$ cat config.mk
export PLATFORM = sky130hd
export DESIGN_NAME = uparc_dbus_arb
export DESIGN_NICKNAME = d
export VERILOG_FILES = /design/src/rtl/uparc_dbus_arb.sv
export SDC_FILE = /design/constraint.sdc
export NUM_CORES = 1
export LEC_CHECK = 0
export ABC_AREA = 1
export BUFFER_PORTS_ARGS = -buffer_cell sky130_fd_sc_hd__buf_2
export CAP_MARGIN = 20
export CORE_AREA = 4 4 106 108
export DETAILED_ROUTE_END_ITERATION = 12
export DIE_AREA = 0 0 110 112
export PLACE_DENSITY = 0.61
export SYNTH_ARGS = -nofsm -noshare
export SYNTH_HDL_FRONTEND = slang
export SYNTH_SLANG_ARGS = --single-unit
$ cat constraint.sdc
create_clock -name clk -period 2.5 [get_ports clk]
set_input_delay 0.5 -clock clk [delete_from_list [all_inputs] [get_ports clk]]
set_output_delay 0.5 -clock clk [all_outputs]
set_load 0.01 [all_outputs]
$ cat src/rtl/uparc_dbus_arb.sv
// Two-master D-Bus arbiter: grants one transfer at a time to a shared slave,
// routes the response back to its owner, with an optional WAIT watchdog.
module uparc_dbus_arb #(
    parameter int ADDR_WIDTH = 32,
    parameter int DATA_WIDTH = 32,
    parameter int BEN_WIDTH  = 4,
    parameter int RR         = 1,
    parameter int TMO_CYCLES = 255
) (
    input  logic                  clk,
    input  logic                  nrst,
    input  logic [ADDR_WIDTH-1:0] i_M0Addr,
    input  logic                  i_M0Cmd,
    input  logic                  i_M0RnW,
    input  logic [BEN_WIDTH-1:0]  i_M0Ben,
    input  logic [DATA_WIDTH-1:0] i_M0Data,
    output logic                  o_M0Rdy,
    output logic                  o_M0Err,
    input  logic [ADDR_WIDTH-1:0] i_M1Addr,
    input  logic                  i_M1Cmd,
    input  logic                  i_M1RnW,
    input  logic [BEN_WIDTH-1:0]  i_M1Ben,
    input  logic [DATA_WIDTH-1:0] i_M1Data,
    output logic                  o_M1Rdy,
    output logic                  o_M1Err,
    output logic [DATA_WIDTH-1:0] o_MData,
    output logic [ADDR_WIDTH-1:0] o_DAddr,
    output logic                  o_DCmd,
    output logic                  o_DRnW,
    output logic [BEN_WIDTH-1:0]  o_DBen,
    output logic [DATA_WIDTH-1:0] o_DData,
    input  logic [DATA_WIDTH-1:0] i_DData,
    input  logic                  i_DRdy,
    input  logic                  i_DErr
);

    typedef enum logic {IDLE, WAIT} state_t;

    localparam logic [15:0] TMO_LAST = 16'(TMO_CYCLES - 1);
    localparam bit          TMO_EN   = (TMO_CYCLES != 0);

    state_t      state_q, state_d;
    logic        own_q, own_d;
    logic        last_q, last_d;
    logic [15:0] cnt_q, cnt_d;

    logic winner, busy, issue, active, sel, rsp, tmo, rdy, err;

    always_comb begin
        winner = 1'b0;
        if (i_M0Cmd && i_M1Cmd)
            winner = (RR != 0) ? ~last_q : 1'b0;
        else if (i_M1Cmd)
            winner = 1'b1;

        busy   = (state_q == WAIT);
        issue  = nrst && !busy && (i_M0Cmd || i_M1Cmd);
        active = busy || issue;
        sel    = busy ? own_q : winner;
        rsp    = active && (i_DRdy || i_DErr);
        // Watchdog fires only when the slave stays silent on the last allowed cycle
        tmo    = TMO_EN && busy && !rsp && (cnt_q == TMO_LAST);
        rdy    = active && i_DRdy;
        err    = (active && i_DErr) || tmo;

        o_M0Rdy = rdy && !sel;
        o_M0Err = err && !sel;
        o_M1Rdy = rdy && sel;
        o_M1Err = err && sel;
        o_MData = i_DData;
        o_DCmd  = issue;
        o_DAddr = !active ? '0 : (sel ? i_M1Addr : i_M0Addr);
        o_DRnW  = active && (sel ? i_M1RnW : i_M0RnW);
        o_DBen  = !active ? '0 : (sel ? i_M1Ben : i_M0Ben);
        o_DData = !active ? '0 : (sel ? i_M1Data : i_M0Data);

        state_d = state_q;
        own_d   = own_q;
        last_d  = last_q;
        cnt_d   = cnt_q;
        if (issue) begin
            if (rsp) begin
                last_d = winner;
            end else begin
                own_d   = winner;
                cnt_d   = '0;
                state_d = WAIT;
            end
        end else if (busy) begin
            if (rsp || tmo) begin
                last_d  = own_q;
                state_d = IDLE;
            end else begin
                cnt_d = cnt_q + 16'd1;
            end
        end
    end

    always_ff @(posedge clk or negedge nrst) begin
        if (!nrst) begin
            state_q <= IDLE;
            own_q   <= 1'b0;
            last_q  <= 1'b1;
            cnt_q   <= '0;
        end else begin
            state_q <= state_d;
            own_q   <= own_d;
            last_q  <= last_d;
            cnt_q   <= cnt_d;
        end
    end

endmodule

==> results of run 1 <==
per-layer routing:
| metal | track usage (%) | wire (um) |
|---|---|---|
| met1 | 20.69 | 4663 |
| met2 | 29.98 | 5741 |
| met3 | 6.203 | 1308 |
| met4 | 3.990 | 180 |
| met5 | 0 | 7 |
registers in the layout, summed over array words and instances, names as in the netlist:
register / flops
busy: 1
cnt_q: 16
last_q: 1
own_q: 1
power breakdown:
part / switching, mW / leakage (nW) / internal [mW]
combinational: 0.750 / 1.67 / 0.466
sequential: 0.0374 / 0.256 / 0.343
clock: 0.108 / 0.0228 / 0.114
total: 0.895 / 1.95 / 0.923
final cells by class:
cell class,instances,area (um2),area share [%]
repair buffers,226,1194,33.11
well taps,136,170.2,4.721
flip-flops and latches,19,476.7,13.22
multi-input cells,361,1638,45.44
inverters,21,81.33,2.256
clock buffers,4,45.04,1.250
worst paths after layout:
path	from	to	slack [ps]	cells after the start
max in group asynchronous	nrst	last_q	1970	2
hold / removal	nrst	cnt_q[6]	250	2
min in group clk	last_q	last_q	510	2
hold reg to reg	last_q	last_q	510	2
setup / recovery	last_q	o_DAddr[1]	180	8
setup reg to reg	busy	cnt_q[2]	510	7
cells by family after synthesis:
group,share of synthesized area (%)
buffers and inverters,17.32
flip-flops,18.81
AO/OA/AOI/OAI,19.74
adder cells (fa/ha/maj),0.9870
XOR/XNOR,0.3456
AND/OR/NAND/NOR,42.79
stage by stage:
stage	total power [mW]	setup WS, ps	util [%]	setup TNS [ps]
after floorplan	1.095	534.1	-	0
after global placement	1.558	-12.86	34.34	-12.86
after detailed placement	1.567	29.27	34.34	0
after CTS	1.803	28.68	34.83	0
after global routing	1.979	62.95	35.23	0
final	1.818	178.7	35.23	0
cell usage in the layout (no fill, tap or decap), types with 2 or more instances in the layout:
cell,count
sky130_fd_sc_hd__dfrtp_1,18
sky130_fd_sc_hd__nand4_1,6
sky130_fd_sc_hd__nor2_2,4
sky130_fd_sc_hd__buf_12,2
sky130_fd_sc_hd__nor3_1,2
sky130_fd_sc_hd__buf_6,2
sky130_fd_sc_hd__a21oi_1,2
sky130_fd_sc_hd__nor2_1,157
sky130_fd_sc_hd__nand3_1,28
sky130_fd_sc_hd__o21ai_1,8
sky130_fd_sc_hd__or2_2,3
sky130_fd_sc_hd__nand2_2,4
sky130_fd_sc_hd__o21ai_2,8
sky130_fd_sc_hd__o21ai_0,72
sky130_fd_sc_hd__buf_2,217
sky130_fd_sc_hd__inv_2,2
sky130_fd_sc_hd__ha_1,2
sky130_fd_sc_hd__clkbuf_8,3
sky130_fd_sc_hd__buf_4,4
sky130_fd_sc_hd__nand2_1,57
sky130_fd_sc_hd__inv_1,18
repair_timing:
item / CTS / global route
gates resized for setup: 2 / 11
pin swaps: 0 / 2
endpoints found under the setup margin: 2 / 36
==> results summary, run 1 <==
The startpoint-to-endpoint class of the critical path is flop to primary output. The number of global-route vias before repair came out at roughly 3,300. The count of fill cells added during filler insertion is 1,154. At the worst endpoint, the arrival time is 1820 ps. The number of hold buffers added after CTS was 0. Sorting the synthesized cells by area gives the leading types as sky130_fd_sc_hd__nor2_1 (24%), sky130_fd_sc_hd__dfrtp_1 (18%), sky130_fd_sc_hd__o21ai_0 (14%).

The CTS tree is done. The required time of the critical path is approximately 2000 ps. The number of buffers inserted by port buffering is roughly 220.

The actual transition at the worst max-transition pin came out at ~640 ps. Summed over its instances, the top area cell type makes up approximately a quarter of the synthesized netlist area. The post-CTS setup-driven buffer insertion count came out at 0.

The first global-routing pass estimated ~17,000 um of wire. The number of antenna violations at the first check in global routing is 1. STA classifies the critical path endpoint as a primary output. Relative to the synthesized area, the layout overhead comes to 42.20%. The cell at the root of the clock tree is sky130_fd_sc_hd__clkbuf_8. The analysis attributes to cell leakage a power of 1.952 nW.

The insertion delay to the later sink of the worst-skew pair is roughly 260 ps. The number of setup violations in the final report is 0. The most used flip-flop cell after synthesis is sky130_fd_sc_hd__dfrtp_1. Buffers inserted during clock tree synthesis total 3. Counting along the longest clock path gives a buffer depth of 2. With fillers left out, the area of the finished cells amounts to roughly 3600 um2.

The antenna violation net count after detailed routing is 0. Counting instances in the post-synthesis netlist gives the leading cell types as sky130_fd_sc_hd__nor2_1 (160), sky130_fd_sc_hd__o21ai_0 (72), sky130_fd_sc_hd__nand2_1 (58), sky130_fd_sc_hd__buf_4 (33), sky130_fd_sc_hd__nand3_1 (28). Power spread over the standard cell area amounts to 504.4 nW/um2. Dividing the detail-routed via count by the number of cells gives 4.581. The yosys synthesis warning count is 0. The maximum number of pins on one net before global-route repair is 38.

In this design, the stage delay of the slowest critical-path cell is around 550 ps. The worst-case IR drop observed on VDD is 0.0001918 V. The post-placement cell count is ~760. The global-route total usage across every layer is around 17%.

The proportion of synthesized flip-flops having asynchronous set or reset came out at between 90% and 100%. The synthesized netlist cell count is 458. The worst setup path is launched from a flop. Dividing the detail-routed wire length by the instance count gives around 16 um. The run finished with clean final reports. The buffer and inverter count on the worst path is 3. The max-slew violation count came out at 0. The die is ~110 um tall. The total die area is roughly 12,000 um2. The CTS H-tree depth came out at 1.

The global route total overflow is 0. The synthesized area divided by synthesized cell count came out at around 5.5 um2. The half-perimeter wire length after detailed placement is 9827 um.

sky130_fd_sc_hd__nor2_1 takes more of the synthesized area than any other cell. Before antenna repair, the detailed router went through 4 iterations. The instance area after placement is 3513 um2. For this run, the post-layout net count is 810. The remaining max-slew budget at the tightest pin came out at between 50 and 60%. The maximum frequency from static timing analysis came out at between 400 and 500 MHz. For this block, the initial DRC count from the detailed router was roughly 330. sky130_fd_sc_hd__nor2_1 is the most common cell in the netlist. Max-cap violations in this run came to 0.

Setup repair after global routing left no endpoint under its margin. The number of antenna diodes is 0. The die width came out at between 100 and 150 um. The global placer's final weighted congestion came out at between 0.9 and 1. The worst clock skew on the final layout came out at ~1.6 ps. The final cycle utilization of the critical path is 92.85%.

After floorplanning, the core was sized to cover 10,230 um2. The sink count of the clock tree came out at 19. Leaving out filler cells and counting taps, the final layout contains between 700 and 800. The number of remaining DRC errors came out at 0. The slowest stage of the critical path is the sky130_fd_sc_hd__dfstp_2 cell. The final critical delay including setup and external delays is about 2300 ps. In this run the worst hold path is classified as input pin to async pin. The signal on the critical path passes through a21oi_2 > nand2_1 > nand2_4 > inv_4 > buf_12 > nor2_1 > nor2_2 > buf_2. The via count came out at between 3,000 and 4,000.

Of the cells placed in the final design, the portion with a size suffix greater than 1 is 40.57%. The worst hold slack across all endpoints came out at 253.5 ps. The largest fanout on the critical path is 20. The proportion of synthesized chip area in sequential cells came out at 18.81%.

The register clock-pin slew on the reported worst setup and hold paths came out at 70 ps. Broken down by cell family, the worst path's largest delay share belongs to flip-flops. approximately 280 I/O pins were placed. The post-synthesis instance area came out at 2535 um2. The synthesized design contains 19 register bits. The number of endpoints with negative hold slack in the final report came out at 0. The routed design has ~12,000 um of wire.

The number of flops mapped to enable cells by yosys is 0. The synthesized netlist net count came out at between 600 and 700. The number of different library cells used by synthesis comes to 27. For this configuration, the core starts out at a cell density of between 20% and 30%. Row generation in the floorplan step produced 37 rows.
No activity file was read; power rests on OpenSTA's default activity.
==> inputs of run 2 (changes only) <==
Settings changed: CELL_PAD_IN_SITES_DETAIL_PLACEMENT set to 0, CELL_PAD_IN_SITES_GLOBAL_PLACEMENT set to 1, CORE_AREA 4 4 106 108 to unset, CORE_MARGIN set to 4, CORE_UTILIZATION set to 22, DIE_AREA 0 0 110 112 to unset, PLACE_DENSITY 0.61 to 0.88.
==> run 2 against run 1 <==
Effect of this change:
- clock power is 54% higher
- highest routed layer unchanged
- global-route usage shrank 0.63 points
- via count up 0.83%
- routed wire length up 6.4%
- first-iteration DRC count increased by 0.91%
- cell area is 3.1% higher
- worst setup slack worse by 52 ps
- utilization down 1.7 points
- clock skew grew 2.1 ps
- worst hold slack got worse by 8.9 ps
- non-clock buffer count is 11 higher
==> results summary, run 2 (synthesis gave the netlist of run 1 again) <==
The tree is rooted in a sky130_fd_sc_hd__clkbuf_16. The maximum frequency from static timing analysis is 421.3 MHz. The maximum number of pins on one net before global-route repair came out at 47.

STA classifies the critical path startpoint as a flop. The fraction of power consumed by sequential logic is a little under a fifth. The placement-stage worst setup slack came out at between 150 and 200 ps. After global routing the overflow that remains totals 0. In the finished design, the share of the clock period the worst path needs comes to 94.95%.

The CTS H-tree depth is 1. The starting density of the core is ~23%. The number of flip-flops under the largest register name came out at 16. The class of the tightest hold or removal check is input pin to async pin.

The flow ran to the end, and the final reports show no timing, DRC or antenna violations. Setup violations remaining at the end of the flow were counted as 0. Routed signal wires occupy layers up through met5. The clock reaches the later pin of the worst-skew pair after around 250 ps.

Measured on the finished design, the core utilization comes to about a third. The analysis attributes to cell leakage a power of between 2 and 2.5 nW. The area growth from synthesis to layout is 46.54%. In this run, the clock network consumes 17.2% of the power. Dividing total power by cell area gives a power density of approximately 530 nW/um2.

The vertical die dimension is 115.3 um. The number of antenna violations at the first check in global routing came out at 1. The die width is 115.3 um. In this run the deepest clock path goes through 2 buffers. The net count of the finished layout came out at approximately 820. The first global-routing pass estimated 17,550 um of wire.

Setup repair after global routing could not meet its margin everywhere. After detailed routing, the average wire length per cell comes to roughly 16 um. Once detail routing completed, the nets flagged for antenna violations numbered 0.

The violation count after the first detailed-route iteration is approximately 330. The total wirelength of the detailed-routed design came out at 12,660 um. The final worst-path setup slack is 126.2 ps. Along the worst path, the maximum fanout reaches 26.

The remaining max-slew budget at the tightest pin is approximately two thirds. The final critical delay including setup and external delays is 2374 ps. The internal power consumption came out at between 1 and 1.5 mW. The sink count of the clock tree is 19. The quantity of gates resized following cts came out at 0. The number of endpoints with negative hold slack in the final report came out at 0. The sum of met2 wire segment lengths after detailed routing came out at 5639 um. For the pin with the worst max-slew slack, the measured transition is ~490 ps.

The library cell used most frequently in the layout, excluding fill and tap cells, is sky130_fd_sc_hd__buf_2. Detailed placement finished with a half-perimeter wire length of 10,640 um. In the final layout, the share of cells above drive strength 1 is ~41%. The number of primary I/O pins came out at approximately 280. The switching power summed over all nets is about 910 uW. The critical path capture point type is a primary output. The number of hold buffers added after cts is 0. TritonCTS built the clock tree. Ranked by flip-flop count, first place goes to cnt_q. The number of buffers added by the clock tree synthesis step is 3. The number of antenna diodes is 0. The post-CTS setup-driven buffer insertion count is 0. The combinational share of power is between 60% and 70%. STA puts the critical path data required time at 2000 ps.

Leaving out fill and tap cells, the most frequent cells in the layout are sky130_fd_sc_hd__buf_2 (217), sky130_fd_sc_hd__nor2_1 (160), sky130_fd_sc_hd__o21ai_0 (72). The number of cell rows is 38. Detailed routing placed a total of around 1600 um of wire on met3. The worst setup path is of the flop to primary output kind.

The total die area is about 13,000 um2. The worst clock skew on the final layout came out at roughly 3.7 ps. Using the TritonRoute via totals, the vias-per-cell ratio works out to roughly 4.5. The max-slew violation count came out at 0. The number of global-route vias before repair came out at approximately 3,100. The data arrival time at the worst-slack endpoint came out at between 1500 and 2000 ps.

The global placer's final weighted congestion came out at 0.8942. The instance area after placement is about 3600 um2. The worst ir drop on vdd is roughly 0.00037 V. Across every metal layer, demand over resource in global routing totals between 10% and 20%. The via count came out at about 3,500. The number of remaining DRC errors is 0. The total routed wire length on the met1 layer is 5272 um. The register clock-pin slew on the reported worst setup and hold paths is about 60 ps. Port buffering added 217 buffers. The total iterations of the first detailed-routing run is 5. The final design instance area without fill is 3715 um2. Net switching is 46.12% of the power.

The number of max-cap violations came out at 0. The placeable core region came out at about 11,000 um2.
-- run 2: cell count changes in the layout (fill, tap and decap cells not counted), moves of 3 or more --
| cell | before | now |
|---|---|---|
| sky130_fd_sc_hd__nor2_1 | 157 | 160 |
| sky130_fd_sc_hd__buf_4 | 4 | 15 |
| sky130_fd_sc_hd__clkbuf_16 | 0 | 3 |
| sky130_fd_sc_hd__clkbuf_8 | 3 | 0 |
| sky130_fd_sc_hd__nor2_2 | 4 | 1 |
-- run 2: power groups by stage --
stage / clock network, mW / registers [mW] / logic [mW]
after floorplan: 0 / 0.376 / 0.719
after global placement: 0 / 0.383 / 1.27
after detailed placement: 0 / 0.385 / 1.26
after CTS: 0.351 / 0.379 / 1.27
after global routing: 0.365 / 0.384 / 1.40
final: 0.341 / 0.379 / 1.26
-- run 2: cell type report --
class | count | area, um2
clock buffer | 4 | 78.83
fill | 1287 | 7363
inverter | 21 | 81.33
multi-input combinational | 361 | 1622
sequential | 19 | 476.7
tap | 140 | 175.2
timing repair buffer | 237 | 1281
-- run 2: worst max-delay path, stage by stage (launching register included) --
cell and delay (ps):
sky130_fd_sc_hd__dfstp_2 530, sky130_fd_sc_hd__a21oi_1 90, sky130_fd_sc_hd__nand2_1 90, sky130_fd_sc_hd__nand2_2 90, sky130_fd_sc_hd__inv_4 130, sky130_fd_sc_hd__buf_12 180, sky130_fd_sc_hd__buf_4 160, sky130_fd_sc_hd__nor2_1 40
sky130_fd_sc_hd__nor2_1 140, sky130_fd_sc_hd__buf_2 160
-- run 2: path summary, 6_finish.rpt --
kind	cells after the start	slack, ps	end	from
min in group clk	2	490	last_q	last_q
hold reg to reg	2	490	last_q	last_q
hold / removal	2	240	cnt_q[4]	nrst
max in group asynchronous	2	1990	last_q	nrst
setup / recovery	9	130	o_DAddr[6]	last_q
setup reg to reg	8	620	cnt_q[12]	busy
-- run 2: routing by layer --
metal  vias up  global-route usage, %
met5         -                      0
met4         2                  1.721
met1      1542                  23.51
li1       1813                      -
met2       172                  25.42
met3        14                  6.842
-- run 2: metrics by stage --
stage                     std cells  setup TNS, ps  hold slack, ps  total power [mW]
final                           782              0           244.6             1.980
after global routing            782         -10.09           274.8             2.151
after CTS                       782              0           261.1             1.998
after detailed placement        778              0           478.9             1.645
after global placement          778              0           481.7             1.649
after floorplan                 458              0           204.4             1.095
==> inputs of run 3 (changes only) <==
Settings changed: PLACE_DENSITY 0.88 to 0.89.
==> run 3 against run 2 <==
Effect of this change:
- combinational power is essentially flat
- worst setup slack gained 12 ps
- cell area decreased by 1.0%
- register-to-register slack gained 200 ps
==> results summary, run 3 (synthesis gave the netlist of run 1 again) <==
The worst setup path is captured at a primary output. The post-CTS setup-driven buffer insertion count came out at 0. The final design instance area without fill came out at 3676 um2.

The placement-stage worst setup slack is around 150 ps. Global routing used between 20% and 30% of the available met2 tracks. The run finished with clean final reports. The average wire per standard cell is 16.57 um. The half-perimeter wire length after detailed placement came out at around 11,000 um. Headroom to the max-slew limit came out at between 60 and 70%. The number of antenna violations at the first check in global routing was 0. Setup repair after global routing left no endpoint under its margin. The number of endpoints with negative hold slack in the final report is 0.

After clock tree synthesis, the clock-pin slew on the worst setup and hold paths is 60 ps. The number of global-route vias before repair came out at 3,045. The area growth from synthesis to layout came out at 45.01%. The number of buffers added by the clock tree synthesis step came out at 3. The insertion delay to the later sink of the worst-skew pair came out at between 200 and 300 ps. The global-route wire length before repair came out at between 15,000 and 20,000 um. Hold is met by 236.3 ps. The total iterations of the first detailed-routing run is 4. In this run the worst path has a maximum fanout of 29. The violation count after the first detailed-route iteration is about 290. The global-route total usage across every layer came out at roughly 17%.

Using the TritonRoute via totals, the vias-per-cell ratio works out to around 4.5. cnt_q holds more flip-flops than any other register. Clock tree synthesis selected as its root buffer the cell sky130_fd_sc_hd__clkbuf_16. The class of the tightest hold or removal check is input pin to async pin. The layout cell share with drive strength beyond 1 is about two fifths. The global route total overflow came out at 0.

The worst register-to-register path begins at cnt_q[0]. Setup violations remaining at the end of the flow were counted as 0. Once detail routing completed, the nets flagged for antenna violations numbered 0. The maximum number of pins on one net before global-route repair is 74. Buffers placed on the I/O ports in this run total about 220. The net count of the finished layout is slightly above 800. The repair_antennas step left the layout with diodes totalling 0.

The final critical delay including setup and external delays came out at around 2400 ps. The number of remaining DRC errors is 0. The maximum frequency from static timing analysis is 423.4 MHz. TritonCTS built the clock tree. Summed over all cells, the static leakage comes to 1.989 nW.

The worst clock skew on the final layout came out at 2.263 ps. The final layout contains routed wiring with a total length of roughly 13,000 um. The library cell used most frequently in the layout, excluding fill and tap cells, is sky130_fd_sc_hd__buf_2. The total die area came out at around 13,000 um2. The die width is ~120 um. The required time of the critical path came out at 2000 ps.

The met1 track demand over resource in global routing came out at 20.17%. The via count is around 3,500. The number of max-cap violations is 0. The global placer's final weighted congestion came out at approximately 0.88. The sink count of the clock tree is 19. The worst ir drop on vdd came out at between 0.0002 and 0.0003 V. The first element of the critical path is last_q. In the finished design, the share of the clock period the worst path needs comes to around 94%. The actual transition at the worst max-transition pin is around 460 ps. Across all setup checks in the final design, the least slack found is approximately 140 ps. The setup TNS is 0 ps.

STA classifies the critical path startpoint as a flop. The global-route track usage on met3 is 9.632%. The starting density of the core is roughly 23%. The placeable core region is approximately 11,000 um2. around 280 I/O pins were placed. The startpoint-to-endpoint class of the critical path is flop to primary output. The maximum clock path buffer count is 2. Once placement completed, the tool counted placed cells totaling between 700 and 800. The count of fill cells added during filler insertion is between 1,000 and 1,500. The data arrival time at the worst-slack endpoint came out at around 1900 ps. The number of flip-flops under the largest register name came out at 16. In this run the core area contains 38 standard-cell rows. The library cells used most frequently in the layout, excluding fill and tap cells, are sky130_fd_sc_hd__buf_2 (217), sky130_fd_sc_hd__nor2_1 (160), sky130_fd_sc_hd__o21ai_0 (72).

The utilization after layout came out at about a third. The count of placed standard cells in the final layout, fillers left out is between 700 and 800. The max-slew violation count is 0. The ratio of total power to cell area is around 530 nW/um2. The instance area after placement came out at roughly 3500 um2. In this run the number of H-tree levels came out at 1. The vertical die dimension is around 120 um. The sum of internal, switching and leakage power came out at approximately 2 mW. The global routing stage identified its most utilized layer as met2.
## run 3: changes by cell type in the layout (fill, tap and decap cells not counted)
cell,before,now
sky130_fd_sc_hd__clkbuf_16,3,5
sky130_fd_sc_hd__a21oi_1,3,2
sky130_fd_sc_hd__nand2_2,5,4
sky130_fd_sc_hd__nand2_4,0,1
sky130_fd_sc_hd__buf_6,2,0
sky130_fd_sc_hd__buf_4,15,5
sky130_fd_sc_hd__a21oi_2,0,1
## run 3: per-layer routing
| layer | wire length (um) | part of all wire [%] |
|---|---|---|
| met5 | 0 | 0 |
| met4 | 138 | 1.1 |
| met3 | 1930 | 15 |
| met2 | 5748 | 45 |
| met1 | 4977 | 39 |
## run 3: cell type report
cell class | count | area [um2] | share of cell area, %
Clock buffer | 4 | 78.83 | 2.144
Inverter | 21 | 81.33 | 2.212
Multi-Input combinational cell | 361 | 1630 | 44.35
Sequential cell | 19 | 476.7 | 12.97
Tap cell | 140 | 175.2 | 4.765
Timing Repair Buffer | 227 | 1234 | 33.56
## run 3: critical path, stage by stage (launching register included)
cell,delay (ps)
sky130_fd_sc_hd__dfstp_2,540
sky130_fd_sc_hd__a21oi_2,70
sky130_fd_sc_hd__nand2_1,100
sky130_fd_sc_hd__nand2_4,110
sky130_fd_sc_hd__inv_4,120
sky130_fd_sc_hd__buf_12,180
sky130_fd_sc_hd__nor2_1,60
sky130_fd_sc_hd__nor2_1,230
sky130_fd_sc_hd__buf_2,190
## run 3: what timing repair did
| item | 4_1_cts | 5_1_grt |
|---|---|---|
| endpoints found under the setup margin | 0 | 17 |
| hold buffers | 0 | 0 |
| gates resized for setup | 0 | 3 |
## run 3: path summary, 6_finish.rpt
check | to | slack (ps) | cells after the start
max | o_DData[9] | 140 | 8
min | cnt_q[2] | 240 | 2
max reg2reg | cnt_q[5] | 820 | 10
min reg2reg | last_q | 500 | 2
max in group asynchronous | last_q | 1990 | 2
min in group clk | last_q | 500 | 2
## run 3: where the power goes
group	internal, mW	total [mW]	switching (mW)
Combinational	0.489	1.24	0.751
Clock	0.217	0.340	0.122
Sequential	0.344	0.381	0.0373
Total	1.05	1.96	0.911
